===== config.mk =====
export PLATFORM = sky130hd
export DESIGN_NAME = fetch_queue
export DESIGN_NICKNAME = d
export VERILOG_FILES = /design/src/rtl/fetch_queue.sv
export SDC_FILE = /design/constraint.sdc
export NUM_CORES = 1
export LEC_CHECK = 0
export ABC_AREA = 0
export BUFFER_PORTS_ARGS = -buffer_cell sky130_fd_sc_hd__buf_2
export CAP_MARGIN = 40
export CORE_ASPECT_RATIO = 1.2
export CORE_MARGIN = 2
export CORE_UTILIZATION = 55
export DETAILED_ROUTE_END_ITERATION = 8
export PLACE_DENSITY = 0.76
export SLEW_MARGIN = 20
export SYNTH_ARGS = -nofsm -noshare
export SYNTH_HDL_FRONTEND = slang
export SYNTH_SLANG_ARGS = --single-unit

===== constraint.sdc =====
create_clock -name clk -period 4.3 [get_ports clk]
set_input_delay 0.86 -clock clk [delete_from_list [all_inputs] [get_ports clk]]
set_output_delay 0.86 -clock clk [all_outputs]
set_load 0.03 [all_outputs]

===== src/rtl/fetch_queue.sv =====
// -----------------------------------------------------------------------------
// fetch_queue
//   Instruction fetch front end with a small prefetch queue. It issues one
//   sequential word request at a time to a multi-cycle instruction memory,
//   buffers each returned word together with its PC+2, and hands the words to
//   decode under a valid/ready handshake. A redirect flushes the queue and
//   restarts fetching at a new PC. Halt stops fetching once no request is
//   outstanding.
//
// Parameters
//   DEPTH     queue entries (power of 2, >= 2)
//   RESET_PC  first fetch address after reset
//
// Ports
//   clk          in   system clock
//   rst          in   synchronous reset, active-high
//   imem_req     out  request outstanding; held high until imem_done
//   imem_addr    out  word address of request; stable while imem_req
//   imem_done    in   response valid this cycle (ignored if !imem_req)
//   imem_data    in   instruction word, valid with imem_done
//   redirect_en  in   flush and refetch from redirect_pc
//   redirect_pc  in   target PC for redirect
//   halt         in   halt reached writeback: stop fetching
//   inst_valid   out  inst/pc_inc valid to decode
//   inst_ready   in   decode accepts (low = stall)
//   inst         out  instruction; 16'h0800 (NOP) when !inst_valid
//   pc_inc       out  PC of inst + 2
//   halted       out  fetch stopped by halt
//
// Configuration
//   FETCH_QUEUE_BYPASS_EN  when defined, a response arriving while the queue
//                          is empty (and no redirect) is driven straight to
//                          inst with inst_valid=1; if decode takes it that
//                          cycle it is not pushed. When undefined, every word
//                          passes through the queue and inst/inst_valid/pc_inc
//                          come straight from the head register.
// -----------------------------------------------------------------------------
module fetch_queue #(
   parameter int          DEPTH    = 4,
   parameter logic [15:0] RESET_PC = 16'h0000
) (
   input  logic        clk,
   input  logic        rst,
   output logic        imem_req,
   output logic [15:0] imem_addr,
   input  logic        imem_done,
   input  logic [15:0] imem_data,
   input  logic        redirect_en,
   input  logic [15:0] redirect_pc,
   input  logic        halt,
   output logic        inst_valid,
   input  logic        inst_ready,
   output logic [15:0] inst,
   output logic [15:0] pc_inc,
   output logic        halted
);

   localparam int          CW  = $clog2(DEPTH) + 1;
   localparam logic [15:0] NOP = 16'h0800;

   typedef enum logic [1:0] {
      S_IDLE = 2'd0,
      S_WAIT = 2'd1,
      S_HALT = 2'd2
   } state_t;

   state_t        state_r, state_nx;
   logic          req_nx;
   logic [15:0]   addr_nx;
   logic [15:0]   fetch_pc_r, fetch_pc_nx;
   logic          discard_r, discard_nx;
   logic          halt_pend_r, halt_pend_nx;

   // Shift-register queue: entry 0 is always the head, valid bits are
   // contiguous from entry 0, and empty slots hold {NOP, 0} so the head
   // registers can drive the outputs directly.
   logic [15:0]      q_inst_r [DEPTH];
   logic [15:0]      q_pc_r   [DEPTH];
   logic [DEPTH-1:0] q_vld_r;
   logic [CW-1:0]    count_r;
   logic [15:0]      nq_inst_s [DEPTH];
   logic [15:0]      nq_pc_s   [DEPTH];
   logic [DEPTH-1:0] nq_vld_s;
   logic [CW-1:0]    count_nx;

   logic          flush_s;
   logic          done_s;
   logic          accept_s;
   logic          pop_s;
   logic          push_s;
   logic          byp_take_s;
   logic [CW-1:0] push_idx_s;
   logic [15:0]   addr_p2_s;

   // Redirects are ignored once halted; a response is only meaningful in WAIT.
   assign flush_s   = redirect_en & (state_r != S_HALT);
   assign done_s    = imem_done & (state_r == S_WAIT);
   assign accept_s  = done_s & ~discard_r & ~flush_s;
   assign addr_p2_s = imem_addr + 16'd2;

`ifdef FETCH_QUEUE_BYPASS_EN
   // The head is only free for the bypass word when nothing is queued; a
   // head that is being popped this cycle already occupies the outputs.
   logic byp_s;
   assign byp_s      = accept_s & (count_r == {CW{1'b0}});
   assign byp_take_s = byp_s & inst_ready;
   assign inst_valid = q_vld_r[0] | byp_s;
   assign inst       = byp_s ? imem_data : q_inst_r[0];
   assign pc_inc     = byp_s ? addr_p2_s : q_pc_r[0];
`else
   assign byp_take_s = 1'b0;
   assign inst_valid = q_vld_r[0];
   assign inst       = q_inst_r[0];
   assign pc_inc     = q_pc_r[0];
`endif

   assign pop_s      = q_vld_r[0] & inst_ready & ~flush_s;
   assign push_s     = accept_s & ~byp_take_s;
   assign push_idx_s = count_r - {{(CW-1){1'b0}}, pop_s};
   assign halted     = (state_r == S_HALT);

   // Fetch FSM next-state and request/PC bookkeeping.
   always_comb begin
      state_nx     = state_r;
      req_nx       = imem_req;
      addr_nx      = imem_addr;
      fetch_pc_nx  = fetch_pc_r;
      discard_nx   = discard_r;
      halt_pend_nx = halt_pend_r | (halt & (state_r != S_HALT));
      case (state_r)
         S_IDLE: begin
            if (halt | halt_pend_r) begin
               state_nx = S_HALT;
            end else begin
               if (flush_s) begin
                  fetch_pc_nx = redirect_pc;
               end else begin
                  fetch_pc_nx = fetch_pc_r;
               end
               // A flush empties the queue, so a slot is guaranteed.
               if (flush_s | (count_r < CW'(DEPTH))) begin
                  state_nx = S_WAIT;
                  req_nx   = 1'b1;
                  addr_nx  = flush_s ? redirect_pc : fetch_pc_r;
               end else begin
                  state_nx = S_IDLE;
               end
            end
         end
         S_WAIT: begin
            if (flush_s) begin
               fetch_pc_nx = redirect_pc;
            end else if (accept_s) begin
               fetch_pc_nx = addr_p2_s;
            end else begin
               fetch_pc_nx = fetch_pc_r;
            end
            if (done_s) begin
               req_nx     = 1'b0;
               discard_nx = 1'b0;
               state_nx   = S_IDLE;
            end else begin
               // Request cannot be aborted: remember to drop its response.
               discard_nx = discard_r | flush_s;
            end
         end
         S_HALT: begin
            req_nx = 1'b0;
         end
         default: begin
            state_nx = S_IDLE;
            req_nx   = 1'b0;
         end
      endcase
   end

   // Queue next contents: flush, else shift out the head, then append.
   always_comb begin
      nq_inst_s = q_inst_r;
      nq_pc_s   = q_pc_r;
      nq_vld_s  = q_vld_r;
      count_nx  = count_r;
      if (flush_s) begin
         for (int i = 0; i < DEPTH; i++) begin
            nq_inst_s[i] = NOP;
            nq_pc_s[i]   = 16'h0000;
         end
         nq_vld_s = {DEPTH{1'b0}};
         count_nx = {CW{1'b0}};
      end else begin
         if (pop_s) begin
            for (int i = 0; i < DEPTH - 1; i++) begin
               nq_inst_s[i] = q_inst_r[i+1];
               nq_pc_s[i]   = q_pc_r[i+1];
               nq_vld_s[i]  = q_vld_r[i+1];
            end
            nq_inst_s[DEPTH-1] = NOP;
            nq_pc_s[DEPTH-1]   = 16'h0000;
            nq_vld_s[DEPTH-1]  = 1'b0;
         end else begin
            nq_vld_s = q_vld_r;
         end
         if (push_s) begin
            for (int i = 0; i < DEPTH; i++) begin
               nq_inst_s[i] = (CW'(i) == push_idx_s) ? imem_data : nq_inst_s[i];
               nq_pc_s[i]   = (CW'(i) == push_idx_s) ? addr_p2_s : nq_pc_s[i];
               nq_vld_s[i]  = (CW'(i) == push_idx_s) ? 1'b1      : nq_vld_s[i];
            end
         end else begin
            nq_vld_s = nq_vld_s;
         end
         count_nx = count_r + {{(CW-1){1'b0}}, push_s} - {{(CW-1){1'b0}}, pop_s};
      end
   end

   // State, request and queue registers with synchronous reset.
   always_ff @(posedge clk) begin
      if (rst) begin
         state_r     <= S_IDLE;
         imem_req    <= 1'b0;
         imem_addr   <= RESET_PC;
         fetch_pc_r  <= RESET_PC;
         discard_r   <= 1'b0;
         halt_pend_r <= 1'b0;
         q_vld_r     <= {DEPTH{1'b0}};
         count_r     <= {CW{1'b0}};
         for (int i = 0; i < DEPTH; i++) begin
            q_inst_r[i] <= NOP;
            q_pc_r[i]   <= 16'h0000;
         end
      end else begin
         state_r     <= state_nx;
         imem_req    <= req_nx;
         imem_addr   <= addr_nx;
         fetch_pc_r  <= fetch_pc_nx;
         discard_r   <= discard_nx;
         halt_pend_r <= halt_pend_nx;
         q_vld_r     <= nq_vld_s;
         count_r     <= count_nx;
         q_inst_r    <= nq_inst_s;
         q_pc_r      <= nq_pc_s;
      end
   end

endmodule

==> flow_metrics.env, run 1 <==
export IMPL_status="finished, violations left"
export IMPL_violations="design-rule violations"
export IMPL_drive_gt1_frac=0.165
export IMPL_synth_seq_cells=172
export IMPL_reg2reg_depth=11
export IMPL_tns_ps=0
export IMPL_synth_avg_cell_area_um2=7.96
export IMPL_antenna_cells=0
export IMPL_ant_nets=0
export IMPL_cts_clk_slew_worst_paths_ps=60
export IMPL_tightest_slew_ps=826
export IMPL_ctsHoldBuffers=0
export IMPL_rsz0062_at_grt="false"
export IMPL_synth_fp_nets=1028
export IMPL_endpoint_kind="flip-flop"
export IMPL_cp_arrival_ps=3700
export IMPL_placed_area_um2=8140
export IMPL_worst_hold_path_num_cells=2
export IMPL_start_util=0.565
export IMPL_cts_made_buffers=17
export IMPL_cts_tree="yes"
export IMPL_hold_viol_final=0
export IMPL_peakVddDrop_uv=227
export IMPL_h_tree_depth=4
export IMPL_fmax_mhz=296
export IMPL_worst_clock_skew_ps=8.20
export IMPL_sw_frac_of_total=0.252
export IMPL_p_per_area_nw_per_um2=398
export IMPL_synth_edff_count=0
export IMPL_switching_power_uw=875
export IMPL_vias=6977
export IMPL_drc=6
export IMPL_coreArea_um2=13900
export IMPL_intPower_uw=2600
export IMPL_synthArstFlopShare=0
export IMPL_slowest_delay_ps=640
export IMPL_power_frac_clock=0.433
export IMPL_finalMaxSlewViolations=0
export IMPL_cp_required_ps=4630
export IMPL_root_buffer="clkbuf_16"
export IMPL_synth_top_flop_cell="dfxtp_1"
export IMPL_path_depth=11
export IMPL_ys_warn_count=0
export IMPL_cts_buffer_depth=2
export IMPL_wl_per_cell_um=15.8
export IMPL_drt_wl_total_um=18800
export IMPL_dpl_hpwl_um=12000
export IMPL_syn_area_um2=7850
export IMPL_fin_util=0.628
export IMPL_pwr_share_seq=0.480
export IMPL_p_comb_frac=0.087
export IMPL_drtPass1Iterations=7
export IMPL_drv_cap=0
export IMPL_postCtsSetupBuffers=0
export IMPL_rows=47
export IMPL_clk_insertion_delay_late_ps=430
export IMPL_first_iter_violations=706
export IMPL_postSynthCellCount=986
export IMPL_fin_ws_ps=926
export IMPL_dp_cells=1156
export IMPL_grt_pass1_wl_um=31400
export IMPL_die_x_um=113
export IMPL_path_delay_family="compound AO/OA/AOI/OAI gates"
export IMPL_cts_resized=0
export IMPL_overflow=0
export IMPL_place_ws_ps=994
export IMPL_port_buffers=88
export IMPL_dieHeight_um=135
export IMPL_slowest_stage="dfxtp_1"
export IMPL_stdcell_area_um2=8720
export IMPL_cts_sinks=172
export IMPL_vias_per_cell=5.87
export IMPL_pin_count=89
export IMPL_fin_crit_sh=0.785
export IMPL_grt_max_degree=119
export IMPL_ys_seq_area_frac=0.439
export IMPL_num_fill_cells=1244
export IMPL_critPathLaunchType="flip-flop"
export IMPL_timing_slew_headroom=0.447
export IMPL_final_nets=1046
export IMPL_area_delta_synth_final_pct=11.1
export IMPL_finalSetupViolCount=0
export IMPL_min_path_type="reg -> reg"
export IMPL_antenna_found_initial=0
export IMPL_dieArea_um2=15200
export IMPL_finalWeightedCongestion=0.843
export IMPL_critical_path_cell_chain="nand2b_2 -> inv_2 -> o21ai_4 -> inv_2 -> ha_1 -> xor2_1 -> nor4b_4 -> o21ai_4 -> buf_4 -> nor2_1 -> a311oi_1"
export IMPL_critPathMaxFanout=30
export IMPL_critPathKind="reg -> reg"
export IMPL_cp_num_buf_inv=3
export IMPL_fin_cells=1188
export IMPL_leakagePower_uw=0.00310
export IMPL_grt_use_total=0.254
export IMPL_synth_cell_types=56
export IMPL_grt_pass1_vias=6405
export IMPL_fin_crit_ps=3370
registers in the layout, indices dropped and copies added (netlist names), 2 cells and up:
signal and count:
count_r 3, fetch_pc_r 16, pc_inc 16, imem_addr 16, q_inst_r 48, q_pc_r 48, q_vld_r 4, state_r 2
inst 16
worst min-delay path: cells and delay by family (launching register included):
kind | cells | cell delay (ps)
DFF | 1 | 310
and+or+nand+nor | 2 | 90
power groups by stage:
stage	Clock, µW	Combinational (µW)	Sequential [µW]
2_1_floorplan	0	173	1720
3_3_place_gp	0	295	1700
3_5_place_dp	0	298	1700
4_1_cts	1530	301	1670
5_1_grt	1590	327	1670
6_report	1500	302	1670
cells in the final DEF, fill, tap and decap left out, types with 4 or more instances in the layout:
cell       Yosys  routed
nand3_1       37      36
o22ai_1        4       4
and3_1        19      19
nand2_1      252     252
nor2_1        95      95
nand2b_1       6       6
o21ai_4        2       5
buf_2         22      88
xnor2_1       12      12
a21oi_1       54      53
a31oi_1       13      13
nor3_1         4       4
a211oi_1      14      14
a31o_2         7       7
o21ai_0       34      34
inv_1         11      11
dfxtp_1      172     172
xor2_1         5       5
a311oi_1      70      70
mux2_2         6       6
a32oi_1        9       9
a31o_1         5       5
buf_4         35      14
clkbuf_16      0      17
metrics by stage:
step / hold WS (ps) / total power [µW]
2_1_floorplan: 415 / 1890
3_3_place_gp: 427 / 2000
3_5_place_dp: 430 / 2000
4_1_cts: 438 / 3500
5_1_grt: 464 / 3590
6_report: 440 / 3470
routing by layer:
metal | up-vias | global-route usage | part of all wire
li1 | 3452 | - | -
met3 | 31 | 0.0453 | 0.050
met4 | 0 | 0.100 | 0.022
met5 | - | 0 | 0
met1 | 3286 | 0.343 | 0.44
met2 | 208 | 0.405 | 0.48
Yosys cell counts, types with 4 or more instances:
master	n	area [µm²]
buf_2	22	110
a311oi_1	70	613
and3_1	19	119
o22ai_1	4	25.0
buf_4	35	263
a31o_2	7	61.3
xnor2_1	12	105
nand3_1	37	185
nor3_1	4	20.0
inv_1	11	41.3
nand2b_1	6	37.5
clkbuf_1	40	150
a32oi_1	9	78.8
buf_1	7	26.3
a31o_1	5	43.8
mux2_2	6	67.6
a21oi_1	54	270
nand2_1	252	946
nor2_1	95	357
a211oi_1	14	105
dfxtp_1	172	3440
a31oi_1	13	81.3
xor2_1	5	43.8
o21ai_0	34	170
final cells by class:
class | count | area (µm²) | share of cell area
well taps | 171 | 214 | 0.0245
flip-flops and latches | 172 | 3440 | 0.395
clock inverters | 10 | 115 | 0.0132
inverters | 14 | 52.6 | 0.00603
clock buffers | 22 | 464 | 0.0532
multi-input cells | 694 | 3830 | 0.439
repair buffers | 105 | 601 | 0.0689
worst paths after layout:
check | startpoint | end | slack [ps]
worst max-delay path | state_r[0] | q_inst_r[33] | 930
worst min-delay path | fetch_pc_r[6] | fetch_pc_r[6] | 440
worst max register to register | state_r[0] | q_inst_r[33] | 930
worst min register to register | fetch_pc_r[6] | fetch_pc_r[6] | 440
logic make-up (layout without fill, tap and decap cells):
group | after synthesis | count (layout) | synth area share
and+or+nand+nor | 437 | 437 | 0.239
AOI/OAI and AO/OA | 230 | 230 | 0.208
DFF | 172 | 172 | 0.439
buffers and inverters | 120 | 151 | 0.0796
xor gates and xnor gates | 17 | 17 | 0.0190
muxes | 6 | 6 | 0.00861
adders and majority gates | 4 | 4 | 0.00733
(Power assumes the default switching activity.)
==> run 2: changes to the inputs <==
--- a/config.mk
+++ b/config.mk
@@ -10,7 +10,7 @@
 export CAP_MARGIN = 40
 export CORE_ASPECT_RATIO = 1.2
 export CORE_MARGIN = 2
-export CORE_UTILIZATION = 55
+export CORE_UTILIZATION = 53
 export DETAILED_ROUTE_END_ITERATION = 8
 export PLACE_DENSITY = 0.76
 export SLEW_MARGIN = 20
==> constraint.sdc (replaced) <==
create_clock -name clk -period 3 [get_ports clk]
set_input_delay 0.6 -clock clk [delete_from_list [all_inputs] [get_ports clk]]
set_output_delay 0.6 -clock clk [all_outputs]
set_load 0.03 [all_outputs]
==> flow_metrics.env, run 2 (synthesis gave the netlist of run 1 again) <==
export IMPL_status="finished clean"
export IMPL_tightest_slew_ps=656
export IMPL_drc=0
export IMPL_critPathLaunchType="flip-flop"
export IMPL_grt_pass1_wl_um=30800
export IMPL_dieArea_um2=15800
export IMPL_coreArea_um2=14400
export IMPL_die_x_um=115
export IMPL_area_delta_synth_final_pct=13.4
export IMPL_cp_arrival_ps=3020
export IMPL_p_comb_frac=0.090
export IMPL_tns_ps=0
export IMPL_fmax_mhz=364
export IMPL_post_layout_total_power_uw=5180
export IMPL_ctsHoldBuffers=0
export IMPL_start_util=0.544
export IMPL_min_path_type="in -> reg"
export IMPL_finalWeightedCongestion=0.860
export IMPL_vias_per_cell=5.88
export IMPL_rows=48
export IMPL_cts_clk_slew_worst_paths_ps=70
export IMPL_grt_use_met2=0.391
export IMPL_dieHeight_um=137
export IMPL_root_buffer="clkbuf_16"
export IMPL_fin_crit_sh=0.915
export IMPL_whs_ps=422
export IMPL_grt_max_degree=119
export IMPL_drive_gt1_frac=0.176
export IMPL_critPathMaxFanout=22
export IMPL_rsz0062_at_grt="false"
export IMPL_finalMaxSlewViolations=0
export IMPL_p_per_area_nw_per_um2=583
export IMPL_reg2reg_depth=10
export IMPL_timing_rr_start="state_r[0]"
export IMPL_pin_count=89
export IMPL_critPathKind="reg -> reg"
export IMPL_peakVddDrop_uv=323
export IMPL_sw_frac_of_total=0.250
export IMPL_pwr_share_seq=0.459
export IMPL_most_common_layout_cells="nand2_1, dfxtp_1, nor2_1"
export IMPL_timing_slew_headroom=0.559
export IMPL_intPower_uw=3890
export IMPL_port_buffers=88
export IMPL_worst_hold_path_num_cells=3
export IMPL_cts_resized=0
export IMPL_final_nets=1057
export IMPL_finalSetupViolCount=0
export IMPL_dpl_hpwl_um=11800
export IMPL_layout_commonest_cell="nand2_1"
export IMPL_endpoint_kind="flip-flop"
export IMPL_leakagePower_uw=0.00320
export IMPL_clk_insertion_delay_late_ps=430
export IMPL_drv_cap=0
export IMPL_cp_required_ps=3280
export IMPL_cts_made_buffers=17
export IMPL_hold_viol_final=0
export IMPL_switching_power_uw=1290
export IMPL_min_to="fetch_pc_r[11]"
export IMPL_vias=7062
export IMPL_cp_startpoint="state_r[0]"
export IMPL_use_met3=0.0453
export IMPL_cts_buffer_depth=2
export IMPL_hold_start="redirect_pc[11]"
export IMPL_busiest_layer="met2"
export IMPL_r2r_end="q_pc_r[10]"
export IMPL_cts_sinks=172
export IMPL_rrSetupSlack_ps=260
export IMPL_wl_per_cell_um=15.8
export IMPL_power_frac_clock=0.452
export IMPL_overflow=0
export IMPL_drt_wl_total_um=18900
export IMPL_met1_usage=0.322
export IMPL_h_tree_depth=4
export IMPL_antenna_cells=0
export IMPL_worst_clock_skew_ps=5.87
export IMPL_fin_crit_ps=2740
export IMPL_cts_tree="yes"
export IMPL_antenna_found_initial=0
export IMPL_ant_nets=0
export IMPL_drtPass1Iterations=5
export IMPL_largestRegisters="q_inst_r x48, q_pc_r x48"
export IMPL_grt_pass1_vias=6297
export IMPL_first_iter_violations=735
export IMPL_postCtsSetupBuffers=0
export IMPL_grt_use_total=0.242
[run 2: cell count changes in the layout (fill, tap and decap cells not counted), sizes merged]
cell    change
buf        +11
bufinv      +2
clkbuf      -4
inv         +1
[run 2: power groups by stage]
stage	Clock, µW	Sequential, µW	Combinational, µW
after floorplan	0	2460	248
after global placement	0	2430	454
after detailed placement	0	2430	458
after CTS	2370	2380	460
after global routing	2470	2380	500
final	2340	2380	465
[run 2: critical path, cell delays in order (launching register included)]
cell	delay [ps]
dfxtp_1	320
nand2b_2	210
inv_2	120
o21ai_4	250
inv_2	130
ha_1	350
nor4_2	430
o21ai_2	300
buf_12	250
nand3_1	110
o21ai_0	110
[run 2: how the worst max path moves through the flow]
stage	to	slack (ps)	cells after the start
floorplan	q_pc_r[19]	280	9
global placement	q_pc_r[25]	260	11
detailed placement	q_inst_r[29]	120	11
CTS	q_inst_r[29]	210	11
global route	inst[1]	0.5	11
finish	q_pc_r[10]	260	10
[run 2: per-stage QoR]
stage / cell area, µm² / std cells / setup slack (ps) / util
6_report: 8900 / 1202 / 255 / 0.617
5_1_grt: 8900 / 1202 / 0.518 / 0.617
4_1_cts: 8890 / 1201 / 208 / 0.616
3_5_place_dp: 8260 / 1170 / 123 / 0.573
3_3_place_gp: 8260 / 1170 / 256 / 0.573
2_1_floorplan: 7850 / 986 / 277 / -
[run 2: layout make-up]
cell class,count,area [µm²]
Fill cell,1315,5520
Multi-Input combinational cell,694,3820
Sequential cell,172,3440
Timing Repair Buffer,116,729
Clock buffer,18,439
Tap cell,175,219
Clock inverter,13,191
Inverter,14,52.6
[run 2: per-layer routing]
layer | up-vias | wire length [µm]
li1 | 3480 | -
met1 | 3341 | 8590
met2 | 210 | 9030
met3 | 31 | 949
met4 | 0 | 376
met5 | - | 0
==> run 3: changes to the inputs <==
--- a/config.mk
+++ b/config.mk
@@ -7,12 +7,10 @@
 export LEC_CHECK = 0
 export ABC_AREA = 0
 export BUFFER_PORTS_ARGS = -buffer_cell sky130_fd_sc_hd__buf_2
-export CAP_MARGIN = 40
 export CORE_ASPECT_RATIO = 1.2
 export CORE_MARGIN = 2
-export CORE_UTILIZATION = 53
+export CORE_UTILIZATION = 30
 export DETAILED_ROUTE_END_ITERATION = 8
-export PLACE_DENSITY = 0.76
 export SLEW_MARGIN = 20
 export SYNTH_ARGS = -nofsm -noshare
 export SYNTH_HDL_FRONTEND = slang
==> flow_metrics.env, run 3 (synthesis gave the netlist of run 1 again) <==
export IMPL_largestRegisters="q_inst_r x48, q_pc_r x48"
export IMPL_pin_count=89
export IMPL_dieArea_um2=27500
export IMPL_dieHeight_um=181
export IMPL_antenna_cells=0
export IMPL_antenna_found_initial=0
export IMPL_cp_endpoint="q_pc_r[40]"
export IMPL_tightest_slew_ps=719
export IMPL_critical_path_cell_chain="nand2b_2 -> inv_2 -> o21ai_4 -> inv_2 -> ha_1 -> xor2_2 -> nor4b_4 -> o21ai_4 -> buf_12 -> a311oi_1"
export IMPL_area_delta_synth_final_pct=15.5
export IMPL_drc=0
export IMPL_rrSetupSlack_ps=180
export IMPL_fin_util=0.354
export IMPL_grt_max_degree=119
export IMPL_cts_resized=0
export IMPL_min_path_type="in -> reg"
export IMPL_start_util=0.306
export IMPL_num_fill_cells=2680
export IMPL_fmax_mhz=355
export IMPL_dpl_hpwl_um=13500
export IMPL_final_nets=1057
export IMPL_slowest_delay_ps=390
export IMPL_cp_required_ps=3330
export IMPL_clk_insertion_delay_late_ps=440
export IMPL_finalMaxSlewViolations=0
export IMPL_die_x_um=152
export IMPL_p_per_area_nw_per_um2=564
export IMPL_critPathMaxFanout=35
export IMPL_whs_ps=424
export IMPL_reg2reg_depth=10
export IMPL_grt_pass1_vias=6496
export IMPL_ant_nets=0
export IMPL_cts_clk_slew_worst_paths_ps=80
export IMPL_layout_commonest_cell="nand2_1"
export IMPL_finalWeightedCongestion=0.797
export IMPL_r2r_end="q_pc_r[40]"
export IMPL_fin_crit_sh=0.940
export IMPL_wl_per_cell_um=15.4
export IMPL_drt_wl_total_um=20900
export IMPL_drive_gt1_frac=0.178
export IMPL_status="finished clean"
export IMPL_hold_viol_final=0
export IMPL_first_iter_violations=469
export IMPL_critPathKind="reg -> reg"
export IMPL_leakagePower_uw=0.00319
export IMPL_timing_rr_start="state_r[0]"
export IMPL_drv_cap=0
export IMPL_cts_sinks=172
export IMPL_grt_use_total=0.154
export IMPL_cts_buffer_depth=2
export IMPL_finalSetupViolCount=0
export IMPL_peakVddDrop_uv=319
export IMPL_port_buffers=88
export IMPL_drtPass1Iterations=5
export IMPL_tns_ps=0
export IMPL_ctsHoldBuffers=0
export IMPL_root_buffer="clkbuf_16"
export IMPL_cp_startpoint="state_r[0]"
export IMPL_most_common_layout_cells="nand2_1, dfxtp_1, nor2_1"
export IMPL_cp_arrival_ps=3150
export IMPL_worst_clock_skew_ps=14.8
export IMPL_fin_crit_ps=2820
export IMPL_endpoint_kind="flip-flop"
export IMPL_cts_tree="yes"
export IMPL_rsz0062_at_grt="false"
export IMPL_grt_pass1_wl_um=34100
export IMPL_coreArea_um2=25600
export IMPL_rows=64
export IMPL_timing_slew_headroom=0.517
export IMPL_vias_per_cell=5.12
export IMPL_h_tree_depth=4
export IMPL_postCtsSetupBuffers=0
export IMPL_vias=6947
export IMPL_overflow=0
export IMPL_cts_made_buffers=17
export IMPL_critPathLaunchType="flip-flop"
export IMPL_slowest_stage="nor4b_4"
[run 3: worst min-delay path by stage]
stage | from | to | slack (ps) | depth (start not counted)
after floorplan | fetch_pc_r[6] | fetch_pc_r[6] | 420 | 2
after global placement | fetch_pc_r[6] | fetch_pc_r[6] | 430 | 2
after detailed placement | fetch_pc_r[8] | fetch_pc_r[8] | 440 | 2
after CTS | redirect_pc[11] | fetch_pc_r[11] | 410 | 3
after global routing | redirect_pc[8] | imem_addr[8] | 410 | 3
final | redirect_pc[11] | fetch_pc_r[11] | 420 | 3
[run 3: critical path: cells and delay by family, from the launching register on]
kind                     cells  cell delay [ps]
buffers and inverters        3              540
AO/OA/AOI/OAI                3              790
AND/OR/NAND/NOR              2              600
adder cells (fa/ha/maj)      1              250
XOR/XNOR                     1              190
flip-flops                   1              320
[run 3: layout make-up]
class                      instances  area (µm²)  share of cell area
clock buffer                      17         425              0.0469
clock inverter                    15         166              0.0184
inverter                          14        52.6             0.00580
multi-input combinational        694        3830               0.422
sequential                       172        3440               0.380
tap                              330         413              0.0455
timing repair buffer             116         737              0.0813
[run 3: report_power, final]
part / switching, µW / internal, µW / total [µW]
sequential: 48.7 / 2330 / 2380
combinational: 337 / 145 / 482
clock: 1060 / 1200 / 2250
[run 3: through the flow]
stage / area (µm²) / std cells / power, µW / worst slack (ps)
2_1_floorplan: 7850 / 986 / 2710 / 277
3_3_place_gp: 8440 / 1325 / 2900 / 205
3_5_place_dp: 8440 / 1325 / 2900 / 82.7
4_1_cts: 9030 / 1357 / 5150 / 166
5_1_grt: 9070 / 1358 / 5300 / 19.9
6_report: 9070 / 1358 / 5110 / 181
[run 3: layer usage]
metal,GRT usage,vias up,share of wire
met5,0,-,0
met4,0.0593,0,0.014
met3,0.0273,22,0.044
met2,0.248,177,0.48
met1,0.203,3273,0.46
li1,-,3475,-
